==> src/rtl/uart_rx_cfg.sv <==
// uart_rx_cfg: parametrised UART receiver (5..9 data bits, none/even/odd parity,
// 1 or 2 stop bits) with a one-entry valid/ready output register.
// Ports:
//   clk, rst      clock; synchronous active-high reset
//   i_rx          asynchronous serial line, idles high
//   o_valid       output register holds an unconsumed frame
//   i_ready       consumer accepts the frame (transfer on o_valid && i_ready)
//   o_data        received payload, LSB first on the line
//   o_parity_err  parity mismatch for the held frame (0 when PARITY=0)
//   o_frame_err   a stop-bit sample was 0 for the held frame
//   o_break       framing error with all data bits and parity sample 0
//   o_overrun     one-cycle pulse when a completed frame is dropped
//   o_busy        receiver is not idle
module uart_rx_cfg #(
  parameter int unsigned CLKS_PER_BIT = 2,
  parameter int unsigned DATA_BITS    = 8,
  parameter int unsigned PARITY       = 0,
  parameter int unsigned STOP_BITS    = 1
) (
  input  logic                 clk,
  input  logic                 rst,
  input  logic                 i_rx,
  output logic                 o_valid,
  input  logic                 i_ready,
  output logic [DATA_BITS-1:0] o_data,
  output logic                 o_parity_err,
  output logic                 o_frame_err,
  output logic                 o_break,
  output logic                 o_overrun,
  output logic                 o_busy
);

  localparam int unsigned CNT_W = $clog2(CLKS_PER_BIT);
  localparam int unsigned IDX_W = $clog2(DATA_BITS);
  localparam logic [CNT_W-1:0] CNT_HALF = CNT_W'(CLKS_PER_BIT / 2 - 1);
  localparam logic [CNT_W-1:0] CNT_FULL = CNT_W'(CLKS_PER_BIT - 1);
  localparam logic [IDX_W-1:0] IDX_LAST = IDX_W'(DATA_BITS - 1);
  localparam logic             STOP_LAST = 1'(STOP_BITS - 1);

  typedef enum logic [2:0] {
    S_IDLE,
    S_START,
    S_DATA,
    S_PAR,
    S_STOP,
    S_WAIT_HIGH
  } state_t;

  state_t                 state;
  logic                   rx_meta;
  logic                   rx_s;
  logic [CNT_W-1:0]       cnt;
  logic [IDX_W-1:0]       idx;
  logic [DATA_BITS-1:0]   shift;
  logic                   par_bit;
  logic                   stop_idx;
  logic                   ferr_acc;

  logic                   commit_c;
  logic                   stop_bad_c;
  logic                   par_x_c;
  logic                   perr_c;
  logic                   brk_c;

  // Two-flop synchroniser; resets to the idle line level.
  always_ff @(posedge clk) begin
    if (rst) begin
      rx_meta <= 1'b1;
      rx_s    <= 1'b1;
    end else begin
      rx_meta <= i_rx;
      rx_s    <= rx_meta;
    end
  end

  // Frame status as it stands at the final stop sample.
  always_comb begin
    stop_bad_c = ferr_acc | ~rx_s;
    commit_c   = (state == S_STOP) && (cnt == '0) && (stop_idx == STOP_LAST);
    par_x_c    = (^shift) ^ par_bit;
    perr_c     = 1'b0;
    if (PARITY == 1) begin
      perr_c = par_x_c;
    end else if (PARITY == 2) begin
      perr_c = ~par_x_c;
    end
    brk_c = stop_bad_c && (shift == '0) && !par_bit;
  end

  // Receive FSM; o_busy tracks the registered state.
  always_ff @(posedge clk) begin
    if (rst) begin
      state    <= S_IDLE;
      cnt      <= '0;
      idx      <= '0;
      shift    <= '0;
      par_bit  <= 1'b0;
      stop_idx <= 1'b0;
      ferr_acc <= 1'b0;
      o_busy   <= 1'b0;
    end else begin
      case (state)
        S_IDLE: begin
          if (!rx_s) begin
            cnt    <= CNT_HALF;
            state  <= S_START;
            o_busy <= 1'b1;
          end
        end
        S_START: begin
          if (cnt != '0) begin
            cnt <= cnt - CNT_W'(1);
          end else if (rx_s) begin
            state  <= S_IDLE;
            o_busy <= 1'b0;
          end else begin
            cnt      <= CNT_FULL;
            idx      <= '0;
            shift    <= '0;
            par_bit  <= 1'b0;
            stop_idx <= 1'b0;
            ferr_acc <= 1'b0;
            state    <= S_DATA;
          end
        end
        S_DATA: begin
          if (cnt != '0) begin
            cnt <= cnt - CNT_W'(1);
          end else begin
            shift[idx] <= rx_s;
            cnt        <= CNT_FULL;
            if (idx == IDX_LAST) begin
              state <= (PARITY != 0) ? S_PAR : S_STOP;
            end else begin
              idx <= idx + IDX_W'(1);
            end
          end
        end
        S_PAR: begin
          if (cnt != '0) begin
            cnt <= cnt - CNT_W'(1);
          end else begin
            par_bit <= rx_s;
            cnt     <= CNT_FULL;
            state   <= S_STOP;
          end
        end
        S_STOP: begin
          if (cnt != '0) begin
            cnt <= cnt - CNT_W'(1);
          end else if (commit_c) begin
            // Leave at the final stop sample; a low line must return high first.
            state  <= stop_bad_c ? S_WAIT_HIGH : S_IDLE;
            o_busy <= stop_bad_c;
          end else begin
            stop_idx <= 1'b1;
            ferr_acc <= stop_bad_c;
            cnt      <= CNT_FULL;
          end
        end
        S_WAIT_HIGH: begin
          if (rx_s) begin
            state  <= S_IDLE;
            o_busy <= 1'b0;
          end
        end
        default: begin
          state  <= S_IDLE;
          o_busy <= 1'b0;
        end
      endcase
    end
  end

  // One-entry output register with overrun on a blocked commit.
  always_ff @(posedge clk) begin
    if (rst) begin
      o_valid      <= 1'b0;
      o_data       <= '0;
      o_parity_err <= 1'b0;
      o_frame_err  <= 1'b0;
      o_break      <= 1'b0;
      o_overrun    <= 1'b0;
    end else begin
      o_overrun <= 1'b0;
      if (commit_c) begin
        if (!o_valid || i_ready) begin
          o_valid      <= 1'b1;
          o_data       <= shift;
          o_parity_err <= perr_c;
          o_frame_err  <= stop_bad_c;
          o_break      <= brk_c;
        end else begin
          o_overrun <= 1'b1;
        end
      end else if (o_valid && i_ready) begin
        o_valid <= 1'b0;
      end
    end
  end

endmodule
==> config.mk <==
export PLATFORM = sky130hd
export DESIGN_NAME = uart_rx_cfg
export DESIGN_NICKNAME = d
export VERILOG_FILES = /design/src/rtl/uart_rx_cfg.sv
export SDC_FILE = /design/constraint.sdc
export NUM_CORES = 1
export LEC_CHECK = 0
export BUFFER_PORTS_ARGS = -buffer_cell sky130_fd_sc_hd__buf_4
export CORE_AREA = 2 2 71 73
export CTS_BUF_LIST = sky130_fd_sc_hd__clkbuf_2
export DETAILED_ROUTE_END_ITERATION = 6
export DIE_AREA = 0 0 73 75
export PLACE_DENSITY = 0.5
export RECOVER_POWER = 25
export SLEW_MARGIN = 20
export SYNTH_ARGS = -nofsm -noshare
export SYNTH_HDL_FRONTEND = slang
export SYNTH_SLANG_ARGS = --single-unit
==> constraint.sdc <==
create_clock -name clk -period 1.6 [get_ports clk]
set_input_delay 0.32 -clock clk [delete_from_list [all_inputs] [get_ports clk]]
set_output_delay 0.32 -clock clk [all_outputs]
set_load 0.005 [all_outputs]
; Yosys cells after proc, flatten, opt, wreduce, memory -nomap -nowiden
; Cells that the tools add are included.
[totals]
ff_bits = 33
output_inout_bits = 14
wordCells = 119
[classes]
add_sub_neg = 2
magnitude_cmp = 2
n_eq_ne = 18
n_mux = 49
bitwise = 6
n_reduce_logical = 27
[op_table]
columns = op, n
row1 = 2-to-1 mux 3 bit, 13
row2 = 2-to-1 mux 8 bit, 3
row3 = 2-to-1 mux 1 bit, 22
row4 = "!= test 2 bit, second input constant", 11
row5 = one-hot mux 3 bit (6 select lines), 1
row6 = one-hot mux 8 bit (2 select lines), 1
row7 = AND reduction 5 bit, 3
row8 = "== test 3 bit, second input constant", 3
row9 = bitwise mux 8 bit, 1
row10 = logical NOT 8 bit, 1
row11 = AND reduction 4 bit, 2
row12 = AND reduction 8 bit, 1
row13 = nonzero test 2 bit, 4
row14 = "== test 3 x 2 -> 1 bit, second input constant", 2
row15 = logical AND 1 bit, 6
row16 = one-hot mux 1 bit (2 select lines), 3
row17 = one-hot mux 3 bit (2 select lines), 1
row18 = AND reduction 2 bit, 3
row19 = NOT 1 bit, 5
row20 = one-hot mux 1 bit (5 select lines), 1
row21 = "< comparator 3 x 4 -> 1 bit, second input constant", 1
row22 = one-hot mux 1 bit (4 select lines), 1
row23 = nonzero test 4 bit, 1
row24 = OR reduction 2 bit, 2
row25 = other kinds (11), 12

; Logic depth before layout (Yosys ltp)
[logic_depth]
depth_word = 7
depth_mapped = 6
depth_no_buf = 6

; Worst setup path after synthesis
; Ideal clock, no wire load.
[synth_path]
path_kind = reg-to-reg
start = register state[1]
end = register shift[2]
setup_time_ps = 85
t_arrival_ps = 1330
required_ps = 1515
path_slack_ps = 186
stages_incl_launch_ff = 7
path_buffers = 2
synth_period_minus_slack_ps = 1414
cell_sequence = dfxtp_1 buf_4 or3b_4 buf_6 nor3_4 nand2_2 o31ai_2
[synth_between]
elab_chain_len = 3
elab_cells_between_ends = 8
[synth_lines]
columns = element, line
row1 = from (decl), 49  ; state_t state;
row2 = from (signal assigned), 133  ; state <= (PARITY != 0) ? S_PAR : S_STOP;
row3 = from (signal assigned), 153  ; state <= stop_bad_c ? S_WAIT_HIGH : S_IDLE;
row4 = == test 3 x 1 -> 1 bit / == test 3 x 2 -> 1 bit (equally long branches), 102  ; case (state)
row5 = != test 2 bit (no source line) / nonzero test 2 bit (equally long branches), n/a
row6 = AND reduction 4 bit (no source line), n/a
row7 = "to (signal, indexed assignment)", 130  ; shift[idx] <= rx_s;
row8 = to (decl), 54  ; logic [DATA_BITS-1:0] shift;
; Parallel ways exist; a longest one is shown, timed or not.
; A chain may end at the register's enable or synchronous reset.

; Worst setup path after layout
[layout_path]
start = register state[0]
end = register shift[0]
; Same word-level chain as after synthesis.

==> summary.txt <==
Clock tree
  – CTS tree: yes
  – Clock root buffer: clkbuf_2
  – Clock Sinks: 33
  – CTS buffer count: 5
  – Clock transition at path regs: 0.18 ns
  – Max clock buf depth: 2
  – Clk_lat worst skew: approximately 0.37 ns
  – CTS Hold Buffers Added: 0
  – H-Tree Depth: 2

Floorplanning
  – Die area: between 5000 and 6000 um^2
  – Initial Util: between 30% and 40%
  – I/O Pins: 18
  – Core box area: roughly 4700 um^2
  – Die width: around 73 um
  – Die height: 75 um
  – Rows: 25

GRT
  – Largest net degree at the start of global routing: 20
  – Global-route usage over all layers: 15.70%
  – Grt ovf: 0
  – First-pass GRT wire length: roughly 6500 um
  – Initial antenna violation count: 0
  – Vias in the first global route: ~1300

Worst setup path
  – Crit-path most repeated cell: buf_4
  – Worst Setup Start Kind: flip-flop
  – Cell family with most CP delay: simple AND/OR/NAND/NOR gates
  – Kind of critical path: reg -> reg
  – Crit. End Element: flip-flop
  – Critical Path RT: around 1.9 ns
  – Crit-path slowest cell: or3b_4
  – Worst-path fanout max: 8
  – Critical R2R Capture: shift[0]$_SDFFE_PP0P_
  – Flop2flop setup slack: ~0.09 ns
  – Crit path buf inv count: 2
  – Crit path cell chain: buf_4 -> or3b_4 -> buf_4 -> o21ai_1 -> a32o_1
  – Worst r2r path cells: 5
  – Crit path DAT: around 1.8 ns
  – Critical R2R Launch: state[0]$_SDFFE_PP0P_
  – Max incr delay on CP: 0.41 ns

Synthesis
  – Post-Syn Instances: ~190
  – Post-Syn Area: roughly 1600 um^2
  – Post-synthesis async set-or-reset flop share: 0%
  – #FFs+latches synth: 33
  – Sequential share of the synthesized area: just over 40%
  – Synth Net Count: 191
  – Cell variety after synth: between 40 and 50
  – Total number of yosys warnings: 0
  – EDFF count, synth: 0
  – Top FF cell, synth: dfxtp_1
  – Avg Inst Size Synth: 8.637 um^2

STA
  – Count of final setup violators: 0
  – Final Hold Viols: 0
  – Max Clock Skew: between 0.015 and 0.02 ns
  – Max Slew Vio Count: 0
  – Achievable Freq: approximately 0.66 GHz
  – Minimum hold slack: approximately 0.12 ns
  – Tmin final: between 1.5 and 2 ns
  – Final clock period utilization by the worst path: between 90% and 100%

Placement
  – IO buf count: 16
  – Dpl cells: between 200 and 300
  – Final RePlAce weighted congestion: 0.7811
  – Hpwl dp: roughly 2800 um

Detailed routing
  – DRC: 0
  – WL/cell: between 10 and 15 um
  – Final WL: 3864 um
  – Vias: between 1000 and 1500
  – Starting DRT DRC Count: 123
  – Routed Antenna Nets: 0
  – Via/cell ratio: around 5.3
  – TritonRoute pass-1 iters: 4

Min path
  – Hold path cells: 2
  – Hold Crit Endpoint: rx_meta$_SDFF_PP1_
  – HP Class: in -> reg
  – Min-delay src: i_rx

Run status
  – Outcome: finished clean

Finish
  – Final #Nets: ~220
  – Non-filler cells, final: about 270
  – Layout overhead on the synthesized area: 21.69%
  – N_diodes: 0
  – Layout cell share with drive strength beyond 1: ~28%

Pwr
  – VDD IR max: 0.2977 mV
  – P_leak: slightly below 0.8 nW
  – PwrDens: about 850 nW/um^2

Job
  – Maxcap violations: 0
metrics by stage:
stage               util [%]  setup WS, ns  power [mW]  area, um^2   TNS, ns
floorplan                  -        0.1855       1.023        1598         0
global placement       39.33       0.09323       1.090        1833         0
detailed placement     39.33       0.05926       1.095        1833         0
CTS                    40.70       0.02310       1.657        1897         0
global route           41.72      -0.01190       1.751        1944  -0.01190
finish                 41.72       0.08747       1.652        1944         0
cell usage in the layout, fill, tap and decap left out, types with 2 or more instances in the layout:
master    synthesis  final
a21oi_2           0      2
o21bai_1          2      2
clkinv_1          1      2
clkbuf_4          0      5
buf_4             2     30
nor3_1            7      7
nor2_1           20     20
clkbuf_2          0      6
a22oi_1           2      2
a32o_1            4      4
and2_1            3      3
mux2i_1           9      9
o211ai_1          4      4
a21oi_1          13     11
dfxtp_1          33     31
inv_1             3      3
nand4_1           2      2
o21ai_0          10      7
nand2b_1          5      5
nand2_1           9      9
or2_2             5      4
o21ai_1           3      6
nor2b_1           4      4
nand3b_1          4      4
o21a_1            2      2
cell usage after synthesis, types with 3 or more instances:
| cell | instances | area share, % |
|---|---|---|
| clkbuf_1 | 9 | 2.1 |
| o21ai_0 | 10 | 3.1 |
| nand3b_1 | 4 | 1.9 |
| inv_1 | 3 | 0.70 |
| nor2b_1 | 4 | 1.6 |
| a21oi_1 | 13 | 4.1 |
| nand2_1 | 9 | 2.1 |
| buf_2 | 4 | 1.3 |
| o211ai_1 | 4 | 1.9 |
| o21ai_1 | 3 | 0.94 |
| mux2i_1 | 9 | 5.6 |
| nor3_1 | 7 | 2.2 |
| nor2_1 | 20 | 4.7 |
| or2_2 | 5 | 2.0 |
| and2_1 | 3 | 1.2 |
| a32o_1 | 4 | 2.5 |
| dfxtp_1 | 33 | 41 |
| nand2b_1 | 5 | 2.0 |
layer usage:
| layer | up-vias | wire length (um) | global-route usage, % |
|---|---|---|---|
| met5 | - | 0 | 0 |
| met2 | 15 | 1933 | 26.83 |
| met1 | 684 | 1791 | 19.43 |
| met3 | 5 | 93 | 4.016 |
| li1 | 711 | - | - |
| met4 | 0 | 46 | 4.938 |
power by group:
| group | internal [mW] | total (mW) | switching [mW] |
|---|---|---|---|
| Combinational | 0.110 | 0.239 | 0.129 |
| Sequential | 0.841 | 0.856 | 0.0144 |
| Clock | 0.267 | 0.558 | 0.291 |
| Total | 1.22 | 1.65 | 0.434 |
state kept, by name, summed over array words and instances (netlist names):
name	cells
par_bit	1
state	3
shift	8
o_overrun	1
o_data	8
idx	3
o_break	1
stop_idx	1
o_busy	1
ferr_acc	1
rx_meta	1
o_valid	1
rx_s	1
o_frame_err	1
cnt	1
how the worst max path moves through the flow:
stage	depth (start not counted)	from	to
after floorplan	6	state[1]$_SDFFE_PP0P_	shift[2]$_SDFFE_PP0P_
after global placement	5	state[1]$_SDFFE_PP0P_	state[0]$_SDFFE_PP0P_
after detailed placement	6	idx[0]$_SDFFE_PP0P_	idx[2]$_SDFFE_PP0P_
after CTS	5	state[0]$_SDFFE_PP0P_	shift[0]$_SDFFE_PP0P_
after global routing	6	idx[0]$_SDFFE_PP0P_	idx[2]$_SDFFE_PP0P_
final	5	state[0]$_SDFFE_PP0P_	shift[0]$_SDFFE_PP0P_
kinds of logic after synthesis:
family | count (synthesis) | synth area share (%)
buf+inv | 20 | 5.951
other cells | 1 | 0.2347
fa+ha+maj | 2 | 1.566
compound gates | 49 | 20.28
flops | 33 | 41.35
mux | 9 | 5.638
simple gates | 71 | 24.98
area by class of cell:
cell class | instances | area, um^2
Clock buffer | 6 | 30.03
Clock inverter | 2 | 33.78
Fill cell | 466 | 2716
Inverter | 4 | 15.01
Multi-Input combinational cell | 132 | 869.6
Sequential cell | 33 | 665.6
Tap cell | 54 | 67.56
Timing Repair Buffer | 35 | 262.8
what timing repair did:
action | 4_1_cts | 5_1_grt
hold endpoints to repair | 0 | 0
endpoints found under the setup margin | 0 | 12
resized for setup | 0 | 12
buffers inserted | 0 | 2
(Power assumes the default switching activity.)
